$ cat config.mk
export PLATFORM = sky130hd
export DESIGN_NAME = bist_engine
export DESIGN_NICKNAME = d
export VERILOG_FILES = /design/src/rtl/bist_pkg.sv /design/src/rtl/bist_lfsr.sv /design/src/rtl/bist_engine.sv
export SDC_FILE = /design/constraint.sdc
export NUM_CORES = 1
export LEC_CHECK = 0
export CORE_MARGIN = 1
export CORE_UTILIZATION = 45
export CTS_CLUSTER_DIAMETER = 100
export DETAILED_ROUTE_END_ITERATION = 7
export PLACE_DENSITY = 0.72
export SLEW_MARGIN = 10
export SYNTH_ARGS = -nofsm -noshare
export SYNTH_HDL_FRONTEND = slang
export SYNTH_SLANG_ARGS = --single-unit
$ cat constraint.sdc
create_clock -name CLK -period 1.4 [get_ports CLK]
set_input_delay 0.14 -clock CLK [delete_from_list [all_inputs] [get_ports CLK]]
set_output_delay 0.14 -clock CLK [all_outputs]
set_load 0.02 [all_outputs]
$ cat src/rtl/bist_pkg.sv
// Shared types and polynomial tables for the BIST engine.
// Tap masks select the bits that are XORed into bit 0 of a shift-left
// Fibonacci register. They are maximal-length for every supported width.
package bist_pkg;

  typedef enum logic [1:0] {
    ST_IDLE = 2'd0,
    ST_RUN  = 2'd1,
    ST_CMP  = 2'd2,
    ST_DONE = 2'd3
  } bist_state_e;

  localparam int LFSR_MIN_W = 3;
  localparam int LFSR_MAX_W = 8;
  localparam int MISR_MIN_W = 4;
  localparam int MISR_MAX_W = 8;

  // Pattern-generator taps, indexed by width 3..8.
  function automatic logic [7:0] lfsr_taps(input int width);
    logic [7:0] taps;
    unique case (width)
      3:       taps = 8'h06;  // x^3 + x^2 + 1
      4:       taps = 8'h0C;  // x^4 + x^3 + 1
      5:       taps = 8'h14;  // x^5 + x^3 + 1
      6:       taps = 8'h30;  // x^6 + x^5 + 1
      7:       taps = 8'h60;  // x^7 + x^6 + 1
      default: taps = 8'hB8;  // x^8 + x^6 + x^5 + x^4 + 1
    endcase
    return taps;
  endfunction

  // Signature-register taps, indexed by width 4..8.
  function automatic logic [7:0] misr_taps(input int width);
    logic [7:0] taps;
    unique case (width)
      4:       taps = 8'h0C;  // x^4 + x^3 + 1
      5:       taps = 8'h14;  // x^5 + x^3 + 1
      6:       taps = 8'h30;  // x^6 + x^5 + 1
      7:       taps = 8'h60;  // x^7 + x^6 + 1
      default: taps = 8'hB8;  // x^8 + x^6 + x^5 + x^4 + 1
    endcase
    return taps;
  endfunction

endpackage

$ cat src/rtl/bist_lfsr.sv
// Shift-left Fibonacci LFSR core with synchronous load and step enable.
// par_i is XORed into the next state on every step: tie it to zero for a
// pattern generator, or feed the circuit response to build a MISR.
module bist_lfsr #(
  parameter int               WIDTH = 3,
  parameter logic [WIDTH-1:0] TAPS  = '1,
  parameter logic [WIDTH-1:0] SEED  = '0
) (
  input  logic             clk_i,
  input  logic             rst_i,
  input  logic             load_i,
  input  logic             en_i,
  input  logic [WIDTH-1:0] par_i,
  output logic [WIDTH-1:0] q_o
);

  logic [WIDTH-1:0] q_q;
  logic [WIDTH-1:0] q_d;
  logic             feedback;

  // Next state: load wins over step; otherwise hold.
  always_comb begin
    // NOTE: every variable gets a default first so no path leaves it
    // unassigned, which would otherwise infer a latch.
    q_d      = q_q;
    feedback = ^(q_q & TAPS);
    if (load_i) begin
      q_d = SEED;
    end else if (en_i) begin
      q_d = {q_q[WIDTH-2:0], feedback} ^ par_i;
    end
  end

  // State register; reset returns to the seed so a bare reset is a valid load.
  always_ff @(posedge clk_i) begin
    // NOTE: non-blocking assignments in clocked blocks so every register
    // samples the pre-edge values regardless of statement order.
    if (rst_i) begin
      q_q <= SEED;
    end else begin
      q_q <= q_d;
    end
  end

  assign q_o = q_q;

endmodule

$ cat src/rtl/bist_engine.sv
// Built-in self-test engine: drives LFSR patterns into a combinational CUT,
// compacts its responses in a MISR and compares the signature to GOLDEN.
// Optional feature macro: BIST_ZERO_PATTERN_EN -- when defined, the all-zero
// pattern is applied in the first RUN cycle (LFSR holds its seed meanwhile)
// and counts toward PATTERNS.
module bist_engine
  import bist_pkg::*;
#(
  parameter int               N_IN     = 3,
  parameter int               N_OUT    = 2,
  parameter int               SIG_W    = 4,
  parameter int               PATTERNS = 7,
  parameter logic [SIG_W-1:0] GOLDEN   = '0
) (
  input  logic             CLK,
  input  logic             RST,
  input  logic             START,
  output logic [N_IN-1:0]  CUT_IN,
  input  logic [N_OUT-1:0] CUT_OUT,
  output logic             TEST_MODE,
  output logic             DONE,
  output logic             PASS,
  output logic [SIG_W-1:0] SIG
);

  localparam int               CNT_W     = $clog2(PATTERNS + 1);
  localparam logic [CNT_W-1:0] CNT_LAST  = CNT_W'(PATTERNS);
  localparam logic [CNT_W-1:0] CNT_ONE   = CNT_W'(1);
  localparam logic [7:0]       LFSR_ALL  = lfsr_taps(N_IN);
  localparam logic [7:0]       MISR_ALL  = misr_taps(SIG_W);
  localparam logic [N_IN-1:0]  LFSR_TAP  = LFSR_ALL[N_IN-1:0];
  localparam logic [SIG_W-1:0] MISR_TAP  = MISR_ALL[SIG_W-1:0];
  localparam logic [N_IN-1:0]  LFSR_SEED = N_IN'(1);

  bist_state_e      state_q, state_d;
  logic [CNT_W-1:0] cnt_q, cnt_d;
  logic             test_mode_q, test_mode_d;
  logic             done_q, done_d;
  logic             pass_q, pass_d;
  logic [SIG_W-1:0] sig_q, sig_d;

  logic             run_load;
  logic             lfsr_en;
  logic             misr_en;
  logic             pattern_zero;
  logic [N_IN-1:0]  lfsr_q;
  logic [SIG_W-1:0] misr_q;

`ifdef BIST_ZERO_PATTERN_EN
  // High during the first RUN cycle, when the all-zero pattern is applied.
  logic zero_q, zero_d;
`endif

  // Pattern generator: serial feedback only, no parallel input.
  bist_lfsr #(
    .WIDTH (N_IN),
    .TAPS  (LFSR_TAP),
    .SEED  (LFSR_SEED)
  ) u_pattern_gen (
    .clk_i  (CLK),
    .rst_i  (RST),
    .load_i (run_load),
    .en_i   (lfsr_en),
    .par_i  ('0),
    .q_o    (lfsr_q)
  );

  // Signature register: CUT response folded in, zero-extended to SIG_W.
  bist_lfsr #(
    .WIDTH (SIG_W),
    .TAPS  (MISR_TAP),
    .SEED  ('0)
  ) u_misr (
    .clk_i  (CLK),
    .rst_i  (RST),
    .load_i (run_load),
    .en_i   (misr_en),
    .par_i  (SIG_W'(CUT_OUT)),
    .q_o    (misr_q)
  );

`ifdef BIST_ZERO_PATTERN_EN
  assign pattern_zero = zero_q;
`else
  assign pattern_zero = 1'b0;
`endif

  // FSM next-state, run control and result capture.
  always_comb begin
    state_d     = state_q;
    cnt_d       = cnt_q;
    test_mode_d = 1'b0;
    done_d      = done_q;
    pass_d      = pass_q;
    sig_d       = sig_q;
    run_load    = 1'b0;
    lfsr_en     = 1'b0;
    misr_en     = 1'b0;
`ifdef BIST_ZERO_PATTERN_EN
    zero_d      = zero_q;
`endif

    unique case (state_q)
      ST_IDLE, ST_DONE: begin
        // A restart clears the previous result on the same edge RUN is entered.
        if (START) begin
          state_d     = ST_RUN;
          cnt_d       = '0;
          test_mode_d = 1'b1;
          done_d      = 1'b0;
          pass_d      = 1'b0;
          sig_d       = '0;
          run_load    = 1'b1;
`ifdef BIST_ZERO_PATTERN_EN
          zero_d      = 1'b1;
`endif
        end
      end

      ST_RUN: begin
        // One pattern per cycle; the LFSR holds its seed under the zero pattern.
        misr_en = 1'b1;
        lfsr_en = !pattern_zero;
        cnt_d   = cnt_q + CNT_ONE;
`ifdef BIST_ZERO_PATTERN_EN
        zero_d  = 1'b0;
`endif
        if (cnt_d == CNT_LAST) begin
          state_d = ST_CMP;
        end else begin
          test_mode_d = 1'b1;
        end
      end

      ST_CMP: begin
        state_d = ST_DONE;
        done_d  = 1'b1;
        pass_d  = (misr_q == GOLDEN);
        sig_d   = misr_q;
      end

      default: begin
        state_d = ST_IDLE;
      end
    endcase
  end

  // Control and result registers; reset discards any run in flight.
  always_ff @(posedge CLK) begin
    if (RST) begin
      state_q     <= ST_IDLE;
      cnt_q       <= '0;
      test_mode_q <= 1'b0;
      done_q      <= 1'b0;
      pass_q      <= 1'b0;
      sig_q       <= '0;
`ifdef BIST_ZERO_PATTERN_EN
      zero_q      <= 1'b0;
`endif
    end else begin
      state_q     <= state_d;
      cnt_q       <= cnt_d;
      test_mode_q <= test_mode_d;
      done_q      <= done_d;
      pass_q      <= pass_d;
      sig_q       <= sig_d;
`ifdef BIST_ZERO_PATTERN_EN
      zero_q      <= zero_d;
`endif
    end
  end

  assign CUT_IN    = (state_q == ST_RUN && !pattern_zero) ? lfsr_q : '0;
  assign TEST_MODE = test_mode_q;
  assign DONE      = done_q;
  assign PASS      = pass_q;
  assign SIG       = sig_q;

endmodule
==> results.ini, run 1 <==
[setup_path]
cpPeakStageDelay_ps = 360
crit_chain = inv_2 > ha_4 > buf_4 > inv_1 > a21o_4 > nand2_1 > a32o_1
critPathSlowestCell = dfxtp_2
setup.worst_path.start_class = flip-flop
arrival_ps = 1530
cp_num_buf_inv = 3
critPathKind = reg2reg
reg2reg_depth = 7
cp_max_fo = 5
end_kind = flip-flop
worstPathRequired_ps = 1590
path_delay_family = compound AO/OA/AOI/OAI gates
cp.depth = 7

[final_layout]
final-instance-count-excl-fill = 144
insertedDiodeCount = 0
drive_above_1_share_pct = 31.9
nets = 131
areaGrowthSynthToFinish_pct = 38.6

[worst_hold_path]
hold_path.class = reg2reg
hold_depth = 1

[clocking]
cts_buffers = 3
cts_sinks = 19
cts_tree = built
cts_buffer_depth = 2
cts-root-buf = clkbuf_4
clk_pin_slew_ps = 110
cts-htree-levels = 1
clk_latency_ps = 300
cts_hold_buffers = 0

[global_route]
track_usage_pct = 18.9
overflow = 0
grt_first_pass_wirelength_um = 2770
antenna_found_initial = 0
grt_max_degree = 12
grt_pass1_vias = 648

[drt]
viasPerCell = 4.87
wl_um = 1750
drc = 0
drtIter0Drc = 11
post_drt_wl_per_cell_um = 12.2
firstDrtPassIters = 4
ant_nets = 0
dr_total_vias = 701

[floorplan]
core-area_um2 = 1760
start_util_pct = 48.7
die_h_um = 45.7
dieArea_um2 = 2090
die_x_um = 45.7
io_pins = 15
std_cell_rows = 15

[logic_synthesis]
synth_nets = 103
synth_top_area_cell = dfxtp_1
ys_types = 29
synth_cells = 92
synth_top_flop_cell = dfxtp_1
yosys.area.top_type_share_pct = 44.3
synth_adder_area_share_pct = 8.75
syn_area_per_cell_um2 = 9.33
synth-compound-area-share_pct = 18.8
async_reset_ff_share_pct = 0
synth_xor_area_share_pct = 4.08
muxShareOfSynthArea_pct = 2.33
synth.most_common_cell = dfxtp_1
synth_top_family_by_area = compound AO/OA/AOI/OAI gates
yosysWarnings = 0
yosys.area_share.simple_pct = 16.3
ys_ff_latch = 19
synth_area_leaders = dfxtp_1 44%, ha_1 8.7%, nor2_1 6.6%
yosys-top-cells-count = 19 x dfxtp_1, 15 x nor2_1, 7 x inv_1
synth_edf_count = 0
synth_area_um2 = 858
synth-seq-area-share_pct = 44.3

[timing]
slew_headroom_pct = 81.5
clock.fmax_mhz = 748
finalSetupTns_ps = 0
period_share_pct = 95.5
finClkSkew_ps = 4.81
rsz0062_at_grt = true
tightest_slew_ps = 276
hold_viol = 0
period_minus_slack_ps = 1340
fin_ws_ps = 63.0
hold_ws_ps = 470
drv_slew = 0
setup_viol = 0

[power]
power_density_nw_per_um2 = 1880
p_leak_nw = 0.529
ir_worst_vdd_v = 0.00105

[place]
numPortBuffers = 14
place_congestion = 0.767
preCtsSetupSlack_ps = -85.2
hpwl_um = 1240
dp_cells = 139

[run_status]
status = complete, no violations

[run]
cap_violations = 0

[placed cells by master (no fill, tap or decap), types with 3 or more instances in the layout]
cell | synthesis | routed
dfxtp_2 | 0 | 3
nand2_1 | 6 | 5
a22oi_1 | 4 | 3
dfxtp_1 | 19 | 15
nor2_1 | 15 | 15
a21oi_1 | 4 | 4
clkbuf_4 | 0 | 3
dlygate4sd2_1 | 0 | 5
inv_1 | 7 | 5
ha_1 | 6 | 3
xnor2_1 | 3 | 3
buf_4 | 0 | 13
and2_1 | 3 | 3
clkdlybuf4s50_1 | 0 | 4
[cell families after synthesis]
| logic type | after synthesis |
|---|---|
| adders and majority gates | 6 |
| buffers and inverters | 10 |
| AOI/OAI and AO/OA | 22 |
| xor gates and xnor gates | 4 |
| and+or+nand+nor | 29 |
| DFF | 19 |
| muxes | 2 |
[per-layer routing]
metal  global-route usage [%]  vias to the layer above  routed length (µm)
li1                         -                      367                   -
met3                     2.38                        2                  74
met1                     26.4                      314                 883
met4                     10.9                        0                  12
met5                        0                        -                   0
met2                     27.7                       18                 780
[per-stage QoR]
stage | util [%] | total power [mW] | area, µm²
after detailed placement | 62.7 | 1.78 | 1110
after CTS | 63.2 | 2.05 | 1110
after global placement | 62.7 | 1.77 | 1110
after floorplan | - | 1.41 | 872
after global routing | 67.4 | 2.40 | 1190
final | 67.4 | 2.23 | 1190
[power by group]
group / switching [mW] / internal, mW / total, mW / leakage [nW]
clock: 0.173 / 0.106 / 0.280 / 0.0177
combinational: 0.596 / 0.590 / 1.19 / 0.355
sequential: 0.0967 / 0.670 / 0.767 / 0.156
total: 0.866 / 1.37 / 2.23 / 0.529
[final timing paths]
check,slack (ps),startpoint,to
setup / recovery,60,state_q[1]$_SDFFE_PP0P_,state_q[1]$_SDFFE_PP0P_
setup reg to reg,60,state_q[1]$_SDFFE_PP0P_,state_q[1]$_SDFFE_PP0P_
hold reg to reg,470,u_pattern_gen.q_o[0]$_SDFFE_PP1P_,u_pattern_gen.q_o[0]$_SDFFE_PP1P_
hold / removal,470,u_pattern_gen.q_o[0]$_SDFFE_PP1P_,u_pattern_gen.q_o[0]$_SDFFE_PP1P_
[registers in the layout, indices dropped and copies added (netlist names)]
name               flops
DONE                   1
cnt_q                  3
u_misr.q_o             4
state_q                2
u_pattern_gen.q_o      3
PASS                   1
TEST_MODE              1
SIG                    4
[timing repair]
item,in CTS,in global routing
pin swaps,0,4
gates resized for setup,19,22
setup buffers,0,1
setup endpoints to repair,11,18
[cell type report]
cell class / count / area [µm²]
clock buffers: 3 / 22.5
clock inverters: 1 / 5.00
fillers: 159 / 574
inverters: 7 / 26.3
multi-input cells: 63 / 494
flip-flops and latches: 19 / 388
well taps: 25 / 31.3
repair buffers: 26 / 223
No activity file was read; power rests on OpenSTA's default activity.
==> run 2, diff against run 1 <==
--- a/config.mk
+++ b/config.mk
@@ -9,6 +9,7 @@
 export CORE_UTILIZATION = 45
 export CTS_CLUSTER_DIAMETER = 100
 export DETAILED_ROUTE_END_ITERATION = 7
+export GPL_TIMING_DRIVEN = 0
 export PLACE_DENSITY = 0.72
 export SLEW_MARGIN = 10
 export SYNTH_ARGS = -nofsm -noshare
==> run 2 against run 1 <==
Sequential share of layout area about the same; non-clock buffer count decreased by 1; sequential power about the same.
==> results.ini, run 2 (synthesis results as in run 1) <==
[run_status]
status = complete, no violations

[final_layout]
multi_input_area_um2 = 495  ; +0.25%
regArea_um2 = 388  ; unchanged
areaGrowthSynthToFinish_pct = 38.8
insertedDiodeCount = 0  ; unchanged
n_fill_cell = 153  ; -3.8%
final_util_pct = 67.5  ; +0.071 points
drive_above_1_share_pct = 30.5  ; -1.4 points
layout_common_cells = 15 x dfxtp_1, 15 x nor2_1, 8 x buf_4, 5 x inv_1, 5 x nand2_1
nets = 130  ; -0.76%

[timing]
slew_headroom_pct = 70.9  ; -11 points
period_minus_slack_ps = 1390  ; +52.7 ps
clock.fmax_mhz = 720  ; -3.8%
tightest_slew_ps = 436  ; +160 ps
finalSetupTns_ps = 0  ; unchanged
fin_ws_ps = 10.3  ; -52.7 ps
rsz0062_at_grt = true
setup_viol = 0  ; unchanged
hold_viol = 0  ; unchanged
drv_slew = 0  ; unchanged
hold_ws_ps = 466  ; -4.26 ps
period_share_pct = 99.3  ; +3.8 points
finClkSkew_ps = 2.45  ; -2.37 ps

[drt]
drtIter0Drc = 6  ; -5
dr_total_vias = 706  ; +0.71%
viasPerCell = 4.94  ; +1.4%
post_drt_wl_per_cell_um = 11.3  ; -6.7%
drc = 0  ; unchanged
firstDrtPassIters = 3  ; -1
ant_nets = 0  ; unchanged
wl_um = 1620  ; -7.3%

[worst_hold_path]
hold_path.class = reg2reg

[clocking]
cts-htree-levels = 1  ; unchanged
cts_sinks = 19  ; unchanged
cts_tree = built
cts_buffers = 3  ; unchanged
clk_latency_ps = 290  ; about the same
cts_buffer_depth = 2  ; unchanged
clk_pin_slew_ps = 100  ; about the same
cts-root-buf = clkbuf_4

[floorplan]
dieArea_um2 = 2090  ; unchanged
die_x_um = 45.7  ; unchanged
start_util_pct = 48.7  ; unchanged
std_cell_rows = 15  ; unchanged
io_pins = 15  ; unchanged
core-area_um2 = 1760  ; unchanged
die_h_um = 45.7  ; unchanged

[power]
intPower_mw = 1.40  ; +2.2%
switching_share_pct = 38.0  ; -0.78 points
sequentialPowerShare_pct = 34.0  ; -0.3 points
p_leak_nw = 0.536  ; +1.2%
pwr-share-clk_pct = 11.9  ; -0.6 points
power_density_nw_per_um2 = 1890  ; +0.79%
combPwrFrac_pct = 54.1  ; +1.0 points
power_switching_mw = 0.856  ; -1.1%
ir_worst_vdd_v = 0.00123  ; +17%

[setup_path]
cp_max_fo = 5  ; unchanged
cpPeakStageDelay_ps = 360  ; about the same
setup.worst_path.start_class = flip-flop
worstPathRequired_ps = 1260  ; -330 ps
critPathSlowestCell = dfxtp_2
cp_num_buf_inv = 3  ; unchanged
critPathKind = reg2out
crit_chain = inv_2 > ha_4 > buf_8 > and2_4 > buf_6
end_kind = primary output
path_delay_family = flip-flops
arrival_ps = 1250  ; -280 ps

[global_route]
antenna_found_initial = 0  ; unchanged
grt_max_degree = 11  ; -1
grt_pass1_vias = 619  ; -4.5%
track_usage_pct = 17.5  ; -1.4 points
grt_first_pass_wirelength_um = 2570  ; -7.5%
overflow = 0  ; unchanged

[run]
cap_violations = 0  ; unchanged

[place]
preCtsSetupSlack_ps = -362  ; -277 ps
hpwl_um = 1190  ; -3.6%
place_congestion = 0.727  ; -5.3%
numPortBuffers = 14  ; unchanged

==> run 2: path summary, 6_finish.rpt <==
check / start / endpoint / slack, ps / depth (start not counted)
worst min-delay path: u_pattern_gen.q_o[0]$_SDFFE_PP1P_ / u_pattern_gen.q_o[0]$_SDFFE_PP1P_ / 470 / 1
worst max register to register: state_q[1]$_SDFFE_PP0P_ / SIG[0]$_SDFFE_PP0P_ / 50 / 6
worst max-delay path: state_q[1]$_SDFFE_PP0P_ / CUT_IN[2] / 10 / 5
worst min register to register: u_pattern_gen.q_o[0]$_SDFFE_PP1P_ / u_pattern_gen.q_o[0]$_SDFFE_PP1P_ / 470 / 1
==> run 2: metal layers <==
layer  wire length, µm  vias to the layer above  global-route usage [%]
li1                  -                      366                       -
met1               789                      325                    22.3
met2               743                       11                    26.9
met3                48                        4                    3.57
met4                40                        0                    10.9
met5                 0                        -                       0
==> run 2: repair_timing <==
| item | 4_1_cts | 5_1_grt |
|---|---|---|
| hold buffers | 0 | 0 |
| setup endpoints to repair | 13 | 15 |
| resized for setup | 32 | 13 |
| buffers inserted | 3 | 6 |
| pin swaps | 4 | 10 |
==> run 2: final cells by class <==
class                   instances  area share [%]
multi-input cells              63            41.6
flip-flops and latches         19            32.6
repair buffers                 23            17.2
well taps                      25            2.63
clock buffers                   4            2.21
inverters                       7            2.21
plain buffers                   2            1.58
==> run 2: through the flow <==
step	instances	power, mW	area (µm²)
6_report	143	2.25	1190
5_1_grt	143	2.40	1190
4_1_cts	137	2.06	1120
3_5_place_dp	131	1.66	1040
3_3_place_gp	131	1.64	1040
2_1_floorplan	92	1.41	872
==> run 2: power groups by stage <==
stage / logic (mW) / clock network, mW / registers [mW]
after floorplan: 0.630 / 0 / 0.785
after global placement: 0.879 / 0 / 0.762
after detailed placement: 0.894 / 0 / 0.767
after CTS: 1.03 / 0.278 / 0.760
after global routing: 1.32 / 0.303 / 0.780
final: 1.22 / 0.268 / 0.766
==> run 3, diff against run 2 <==
--- a/config.mk
+++ b/config.mk
@@ -9,6 +9,7 @@
 export CORE_UTILIZATION = 45
 export CTS_CLUSTER_DIAMETER = 100
 export DETAILED_ROUTE_END_ITERATION = 7
+export GPL_ROUTABILITY_DRIVEN = 0
 export GPL_TIMING_DRIVEN = 0
 export PLACE_DENSITY = 0.72
 export SLEW_MARGIN = 10
==> constraint.sdc (replaced) <==
create_clock -name CLK -period 1.4 [get_ports CLK]
set_input_delay 0.28 -clock CLK [delete_from_list [all_inputs] [get_ports CLK]]
set_output_delay 0.28 -clock CLK [all_outputs]
set_load 0.02 [all_outputs]
==> run 3 against run 2 <==
The run now ends with setup timing left; non-clock buffer count decreased by 5; global-route usage increased by 0.89 points; first-iteration DRC count increased to 3.2 times the previous value; clock-buffer cell count unchanged; utilization decreased by 2.2 points; wire length increased by 4.3%; clock skew increased by 2.1 ps; critical path type unchanged.
==> results.ini, run 3 (synthesis results as in run 1) <==
[global_route]
overflow = 0  ; unchanged
track_usage_pct = 18.4  ; +0.89 points
grt_pass1_vias = 650  ; +5.0%
grt_first_pass_wirelength_um = 2700  ; +5.4%
grt_max_degree = 11  ; unchanged
antenna_found_initial = 0  ; unchanged

[drt]
firstDrtPassIters = 4  ; +1
ant_nets = 0  ; unchanged
viasPerCell = 5.21  ; +5.5%
drtIter0Drc = 19  ; +13
drc = 0  ; unchanged
wl_um = 1690  ; +4.3%
dr_total_vias = 719  ; +1.8%
post_drt_wl_per_cell_um = 12.3  ; +8.0%

[worst_hold_path]
hold_path.class = reg2reg
hold_depth = 2  ; +1

[power]
combPwrFrac_pct = 50.9  ; -3.2 points
switching_share_pct = 39.4  ; +1.4 points
pwr-share-clk_pct = 12.8  ; +0.9 points
power_density_nw_per_um2 = 1850  ; -2.2%
p_leak_nw = 0.476  ; -11%
intPower_mw = 1.29  ; -7.6%
ir_worst_vdd_v = 0.00122  ; -1.2%
sequentialPowerShare_pct = 36.4  ; +2.4 points
power_switching_mw = 0.841  ; -1.8%

[setup_path]
setup.worst_path.start_class = flip-flop
critPathKind = reg2out
crit_chain = ha_4 > buf_6 > and2_4 > buf_6
critPathSlowestCell = dfxtp_4
reg2reg_depth = 6  ; unchanged
cpMostUsedCell = buf_6
arrival_ps = 1220  ; -30 ps
cp_max_fo = 5  ; unchanged
end_kind = primary output
cpPeakStageDelay_ps = 380  ; +20 ps
worstPathRequired_ps = 1120  ; -140 ps

[timing]
slew_headroom_pct = 69.6  ; -1.3 points
rsz0062_at_grt = true
hold_viol = 0  ; unchanged
clock.fmax_mhz = 669  ; -7.1%
drv_slew = 0  ; unchanged
fin_ws_ps = -95.2  ; -106 ps
period_minus_slack_ps = 1500  ; +106 ps
setup_viol = 3  ; +3
finalSetupTns_ps = -114  ; -114 ps
finClkSkew_ps = 4.55  ; +2.10 ps
period_share_pct = 107  ; +7.5 points
tightest_slew_ps = 456  ; +19.6 ps
hold_ws_ps = 476  ; +10.0 ps

[final_layout]
areaGrowthSynthToFinish_pct = 34.3
insertedDiodeCount = 0  ; unchanged
multi_input_area_um2 = 500  ; +1.0%
drive_above_1_share_pct = 30.1  ; -0.42 points
nets = 125  ; -3.8%
final_util_pct = 65.3  ; -2.2 points
layout_common_cells = 15 x dfxtp_1, 15 x nor2_1, 7 x dlygate4sd2_1, 5 x inv_1
n_fill_cell = 165  ; +7.8%
regArea_um2 = 388  ; unchanged
design_area_um2 = 1150  ; -3.3%

[clocking]
cts-htree-levels = 1  ; unchanged
cts_buffers = 3  ; unchanged
cts_buffer_depth = 2  ; unchanged
clk_pin_slew_ps = 100  ; about the same
cts_hold_buffers = 0  ; unchanged
cts_tree = built
cts_sinks = 19  ; unchanged
clk_latency_ps = 300  ; about the same
cts-root-buf = clkbuf_4

[floorplan]
die_x_um = 45.7  ; unchanged
std_cell_rows = 15  ; unchanged
io_pins = 15  ; unchanged
dieArea_um2 = 2090  ; unchanged
core-area_um2 = 1760  ; unchanged
start_util_pct = 48.7  ; unchanged
die_h_um = 45.7  ; unchanged

[place]
hpwl_um = 1190  ; unchanged
dpl-instance-area_um2 = 1040  ; unchanged
numPortBuffers = 14  ; unchanged

[run_status]
status = complete, but fails checks
violations = setup timing

[run]
cap_violations = 0  ; unchanged

[run 3: final cells by class]
class | instances | share of cell area [%]
Multi-Input combinational cell | 63 | 43.4
Sequential cell | 19 | 33.7
Timing Repair Buffer | 18 | 14.3
Tap cell | 25 | 2.71
Clock buffer | 4 | 2.28
Inverter | 7 | 2.28
Buffer | 2 | 1.30
[run 3: final timing paths]
| path | startpoint | end | slack [ps] |
|---|---|---|---|
| min reg2reg | cnt_q[0]$_SDFFE_PP0P_ | cnt_q[0]$_SDFFE_PP0P_ | 480 |
| max reg2reg | state_q[1]$_SDFFE_PP0P_ | PASS$_SDFFE_PP0P_ | 20 |
| max | state_q[0]$_SDFFE_PP0P_ | CUT_IN[2] | -100 |
| min | cnt_q[0]$_SDFFE_PP0P_ | cnt_q[0]$_SDFFE_PP0P_ | 480 |
[run 3: repair_timing]
item                                    CTS  global route
hold endpoints to repair                  0             0
pin swaps                                 6             7
gates cloned                              0             0
setup buffers                             4             0
endpoints found under the setup margin   19            13
resized for setup                        41             8
[run 3: metrics by stage]
step                      setup slack, ps  instances  total power [mW]
final                               -95.2        138              2.13
after global routing                 -146        138              2.28
after CTS                           -94.4        138              2.09
after detailed placement             -502        131              1.66
after global placement               -490        131              1.64
after floorplan                      28.2         92              1.41
[run 3: layer usage]
| layer | share of wire (%) | GRT usage [%] |
|---|---|---|
| met3 | 3.3 | 3.57 |
| met4 | 2.2 | 10.9 |
| met5 | 0 | 0 |
| met2 | 49 | 28.9 |
| met1 | 46 | 23.2 |
[run 3: power by group through the flow]
stage	combinational [mW]	sequential (mW)	clock, mW
2_1_floorplan	0.630	0.785	0
3_3_place_gp	0.879	0.762	0
3_5_place_dp	0.894	0.767	0
4_1_cts	1.05	0.766	0.278
5_1_grt	1.17	0.793	0.314
6_report	1.09	0.775	0.272
[run 3: worst max-delay path, delay by kind of cell (launching register included)]
kind | cells | cell delay (ps)
flip-flops | 1 | 380
buffers and inverters | 2 | 230
adder cells (fa/ha/maj) | 1 | 180
AND/OR/NAND/NOR | 1 | 120
==> variant 1, RTL diff (settings of run 2) <==
Re-encode `bist_state_e` (4 states) as one-hot, 4 bits wide.
--- a/src/rtl/bist_pkg.sv
+++ b/src/rtl/bist_pkg.sv
@@ -5,7 +5,7 @@
 
-  typedef enum logic [1:0] {
-    ST_IDLE = 2'd0,
-    ST_RUN  = 2'd1,
-    ST_CMP  = 2'd2,
-    ST_DONE = 2'd3
+  typedef enum logic [3:0] {
+    ST_IDLE = 4'b0001,
+    ST_RUN  = 4'b0010,
+    ST_CMP  = 4'b0100,
+    ST_DONE = 4'b1000
   } bist_state_e;
Behaviour: same outputs for any inputs over 10 cycles, from zero or initial values and one cycle with RST high; not proved beyond that.
==> variant 1 against run 2 <==
The flow now finishes with violations (setup timing); maximum frequency shrank 16%; synthesized cell count grew 32%; first-iteration DRC count grew to 4.0 times the old value; sequential power shrank 20%; power shrank 51%; sequential cell count grew 2; utilization grew 1.8 points; area after synthesis grew 27%; cell area grew 31%; routed wire length grew 69%; setup slack lost 270 ps; largest cell class unchanged.
==> variant 1: results (changes against run 2) <==
\begin{tabular}{lr}
\hline
Metric & Value \\
\hline
\multicolumn{2}{l}{\textbf{Clock tree}} \\
\quad Clock slew seen by the registers of the worst setup and hold paths & 140 ps (+40 ps) \\
\quad Clock Latency Late Sink & 320 ps (+30 ps) \\
\multicolumn{2}{l}{\textbf{Global route}} \\
\quad Maximum number of pins on one net before global-route repair & 14 (+3) \\
\quad First-pass GRT wire length & 4.53 mm (+76\%) \\
\quad GRT Overall Usage & 22.9\% (+5.4 points) \\
\multicolumn{2}{l}{\textbf{Setup path}} \\
\quad Data arrival at the endpoint of the critical path & 1920 ps (+670 ps) \\
\quad Cell at the slowest stage of the critical path & or4b\_4 \\
\quad CP Max Fanout & 3 (-2) \\
\quad Cell type group with the largest total delay on the critical path & simple AND/OR/NAND/NOR gates \\
\multicolumn{2}{l}{\textbf{Synthesis}} \\
\quad Count of distinct cell types in the synthesized netlist & 37 (+28\%) \\
\quad Mean area per synthesized cell & 9.01 µm² (-3.5\%) \\
\quad Most used standard cells in the synthesized netlist & dfxtp\_1 (21), a21oi\_1 (9), nand2\_1 (9) \\
\quad Sequential share of the synthesized area & 38.6\% (-5.7 points) \\
\multicolumn{2}{l}{\textbf{Place}} \\
\quad Post-placement setup slack & -698 ps (-336 ps) \\
\quad Count of buffers from port buffering & 13 (-1) \\
\quad HPWL after DPL & 1.69 mm (+42\%) \\
\multicolumn{2}{l}{\textbf{Min path}} \\
\quad Hold path startpoint & RST \\
\quad Worst min path class & in2reg \\
\multicolumn{2}{l}{\textbf{Outcome}} \\
\quad Violations in the final reports & setup timing \\
\quad Status & complete, but fails checks \\
\multicolumn{2}{l}{\textbf{Cells and area}} \\
\quad Layout cell share with drive strength beyond 1 & 36.2\% (+5.7 points) \\
\quad FILL cells & 194 (+27\%) \\
\multicolumn{2}{l}{\textbf{Detailed routing}} \\
\quad Vias post-DR & 1005 (+42\%) \\
\quad Iteration-0 DRC count of the detailed router & 24 (+18) \\
\quad Vias per inst & 5.58 (+13\%) \\
\quad DRT Pass-1 Iters & 4 (+1) \\
\multicolumn{2}{l}{\textbf{Power}} \\
\quad Worst-case vdd ir drop & 501 µV (-59\%) \\
\multicolumn{2}{l}{\textbf{STA}} \\
\quad Crit path setup slack, layout & -259 ps (-269 ps) \\
\quad \# setup viols final & 16 (+16) \\
\quad Actual transition at the worst max-transition pin & 556 ps (+119 ps) \\
\quad Post-Route Skew & 11.2 ps (+8.76 ps) \\
\hline
\end{tabular}
[variant 1: timing repair]
action	in CTS	in global routing
setup buffers	11	6
gates resized for setup	46	23
endpoints found under the setup margin	28	24
pin swaps	8	9
[variant 1: area by class of cell]
cell class,instances,area share (%)
plain buffers,6,3.68
clock buffers,3,1.44
clock inverters,1,0.480
inverters,7,1.68
multi-input cells,85,45.6
flip-flops and latches,21,27.2
well taps,28,2.24
repair buffers,29,17.7
[variant 1: kinds of logic after synthesis]
group | Yosys count | synth area share, %
adder cells (fa/ha/maj) | 3 | 3.44
XOR/XNOR | 5 | 4.02
buffers and inverters | 15 | 5.51
AND/OR/NAND/NOR | 43 | 28.0
AO/OA/AOI/OAI | 34 | 20.4
flip-flops | 21 | 38.6
[variant 1: worst paths after layout]
check          to  slack (ps)  depth (start not counted)
max          PASS        -260                          4
min          DONE         210                          2
max reg2reg  PASS        -260                          4
min reg2reg  DONE         490                          2
[variant 1: through the flow]
stage | area (µm²) | hold WS (ps) | power [µW]
6_report | 1560 | 209 | 1090
3_3_place_gp | 1270 | 450 | 736
4_1_cts | 1460 | 198 | 1060
3_5_place_dp | 1270 | 458 | 738
5_1_grt | 1560 | 226 | 1150
2_1_floorplan | 1100 | 340 | 704
[variant 1: power by group through the flow]
stage	clock (µW)	combinational, µW	sequential [µW]
CTS	311	137	614
floorplan	0	74.9	629
finish	315	164	615
global route	353	177	616
detailed placement	0	109	628
global placement	0	108	628
[variant 1: per-layer routing]
layer  vias to the layer above  part of all wire (%)  GRT usage, %
li1                        497                     -             -
met1                       481                    43          28.0
met2                        23                    52          38.4
met3                         4                   3.8          4.76
met4                         0                  0.80          10.4
met5                         -                     0             0
==> variant 2, RTL diff (config.mk and constraints of run 2) <==
Without the edit above. Set the parameter `N_OUT` to 1 (it was 2).
--- a/src/rtl/bist_engine.sv
+++ b/src/rtl/bist_engine.sv
@@ -9,3 +9,3 @@
   parameter int               N_IN     = 3,
-  parameter int               N_OUT    = 2,
+  parameter int               N_OUT    = 1,
   parameter int               SIG_W    = 4,
Interface: changed (resized CUT_OUT); port bits go from 15 to 14. The function was not compared with the original's and may differ.
==> variant 2 against run 2 <==
Die area down 0.57%; sequential cell count unchanged; critical endpoint unchanged; power up 2.3%; routed wire length up 8.9%; area after synthesis down 0.58%; setup slack worse by 7.3 ps; first-iteration DRC count up 120%; sequential share of layout area down 0.93 points; combinational power up 6%; via count down 0.14%; cell area up 2.9%.
==> variant 2: results (changes against run 2) <==
\begin{tabular}{lr}
\hline
Metric & Value \\
\hline
\multicolumn{2}{l}{\textbf{Cells and area}} \\
\quad FILL cells & 139 (-9.2\%) \\
\quad Fraction of area in multi-input gates & 41.8\% (+0.24 points) \\
\quad Number of clock buffers in the layout & 3 (-1) \\
\quad Non-Clock Buffer Area Fraction & 19.6\% (+0.79 points) \\
\quad Share of final layout cell area taken by clock buffers and inverters & 2.24\% (+0.039 points) \\
\multicolumn{2}{l}{\textbf{Place}} \\
\quad HPWL after DPL & 1.14 mm (-4.7\%) \\
\quad Post-placement setup slack & -385 ps (-22.4 ps) \\
\quad GPL Wtd Cong & 0.700 (-3.7\%) \\
\quad Count of buffers from port buffering & 13 (-1) \\
\multicolumn{2}{l}{\textbf{Detailed routing}} \\
\quad Detailed-routing wirelength on met1 & 914 µm (+16\%) \\
\quad Final Routed Wirelength & 1.77 mm (+8.9\%) \\
\quad Routed length on met3 & 34 µm (-29\%) \\
\quad Vias post-DR & 705 (-0.14\%) \\
\multicolumn{2}{l}{\textbf{Setup path}} \\
\quad Internal reg-to-reg setup slack & 30 ps (-20 ps) \\
\multicolumn{2}{l}{\textbf{Min path}} \\
\quad Worst min path class & in2reg \\
\multicolumn{2}{l}{\textbf{Power}} \\
\quad Power share of the clock group & 11.6\% (-0.3 points) \\
\quad Combinational fraction of design power & 55.8\% (+1.7 points) \\
\quad Internal Pwr Total & 1410 µW (+0.99\%) \\
\multicolumn{2}{l}{\textbf{Global route}} \\
\quad First-pass GRT wire length & 2.59 mm (+0.82\%) \\
\quad Met2 Usage GRT & 28.3\% (+1.4 points) \\
\quad Maximum number of pins on one net before global-route repair & 12 (+1) \\
\quad Met1 usage in global routing & 23.8\% (+1.5 points) \\
\quad GRT Overall Usage & 17.7\% (+0.18 points) \\
\quad Vias in the first global route & 597 (-3.6\%) \\
\multicolumn{2}{l}{\textbf{Synthesis}} \\
\quad Sequential share of the synthesized area & 44.6\% (+0.26 points) \\
\quad Leading post-synthesis cells by cell area & dfxtp\_1 (45\%), ha\_1 (8.8\%), nor2\_1 (6.2\%), mux2i\_1 (3.5\%), a22oi\_1 (3.5\%) \\
\quad Most used standard cells in the synthesized netlist & dfxtp\_1 (19), nor2\_1 (14), inv\_1 (7), nand2\_1 (7), ha\_1 (6) \\
\quad Mapped Nets & 102 (-0.97\%) \\
\quad Count of distinct cell types in the synthesized netlist & 28 (-3.4\%) \\
\multicolumn{2}{l}{\textbf{Outcome}} \\
\quad Status & finished clean \\
\multicolumn{2}{l}{\textbf{Clock tree}} \\
\quad Post CTS Setup Buffer Count & 5 (+2) \\
\quad Count of cells resized by post-cts repair & 25 (-22\%) \\
\multicolumn{2}{l}{\textbf{STA}} \\
\quad Crit path setup slack, layout & 2.97 ps (-7.31 ps) \\
\quad Post-Route Skew & 3.61 ps (+1.17 ps) \\
\quad Actual transition at the worst max-transition pin & 461 ps (+24.5 ps) \\
\hline
\end{tabular}
==> variant 2: metrics by stage <==
step	hold slack, ps	std cells	setup TNS, ps	power [µW]	cell area [µm²]
2_1_floorplan	271	92	0	1370	867
3_3_place_gp	465	130	-890	1590	1030
3_5_place_dp	480	130	-964	1600	1030
4_1_cts	497	138	-74.4	2040	1100
5_1_grt	526	144	-99.5	2460	1230
6_report	507	144	0	2310	1230
==> variant 2: kinds of logic after synthesis <==
group,synth area share [%]
flip-flops,44.6
multiplexers,3.52
XOR/XNOR,3.08
AO/OA/AOI/OAI,17.6
adder cells (fa/ha/maj),8.80
buffers and inverters,5.42
AND/OR/NAND/NOR,17.0
==> variant 2: final timing paths <==
path / endpoint / cells after the start
setup / recovery: CUT_IN[2] / 5
hold / removal: u_misr.q_o[0] / 3
setup reg to reg: PASS / 6
hold reg to reg: u_pattern_gen.q_o[0] / 2
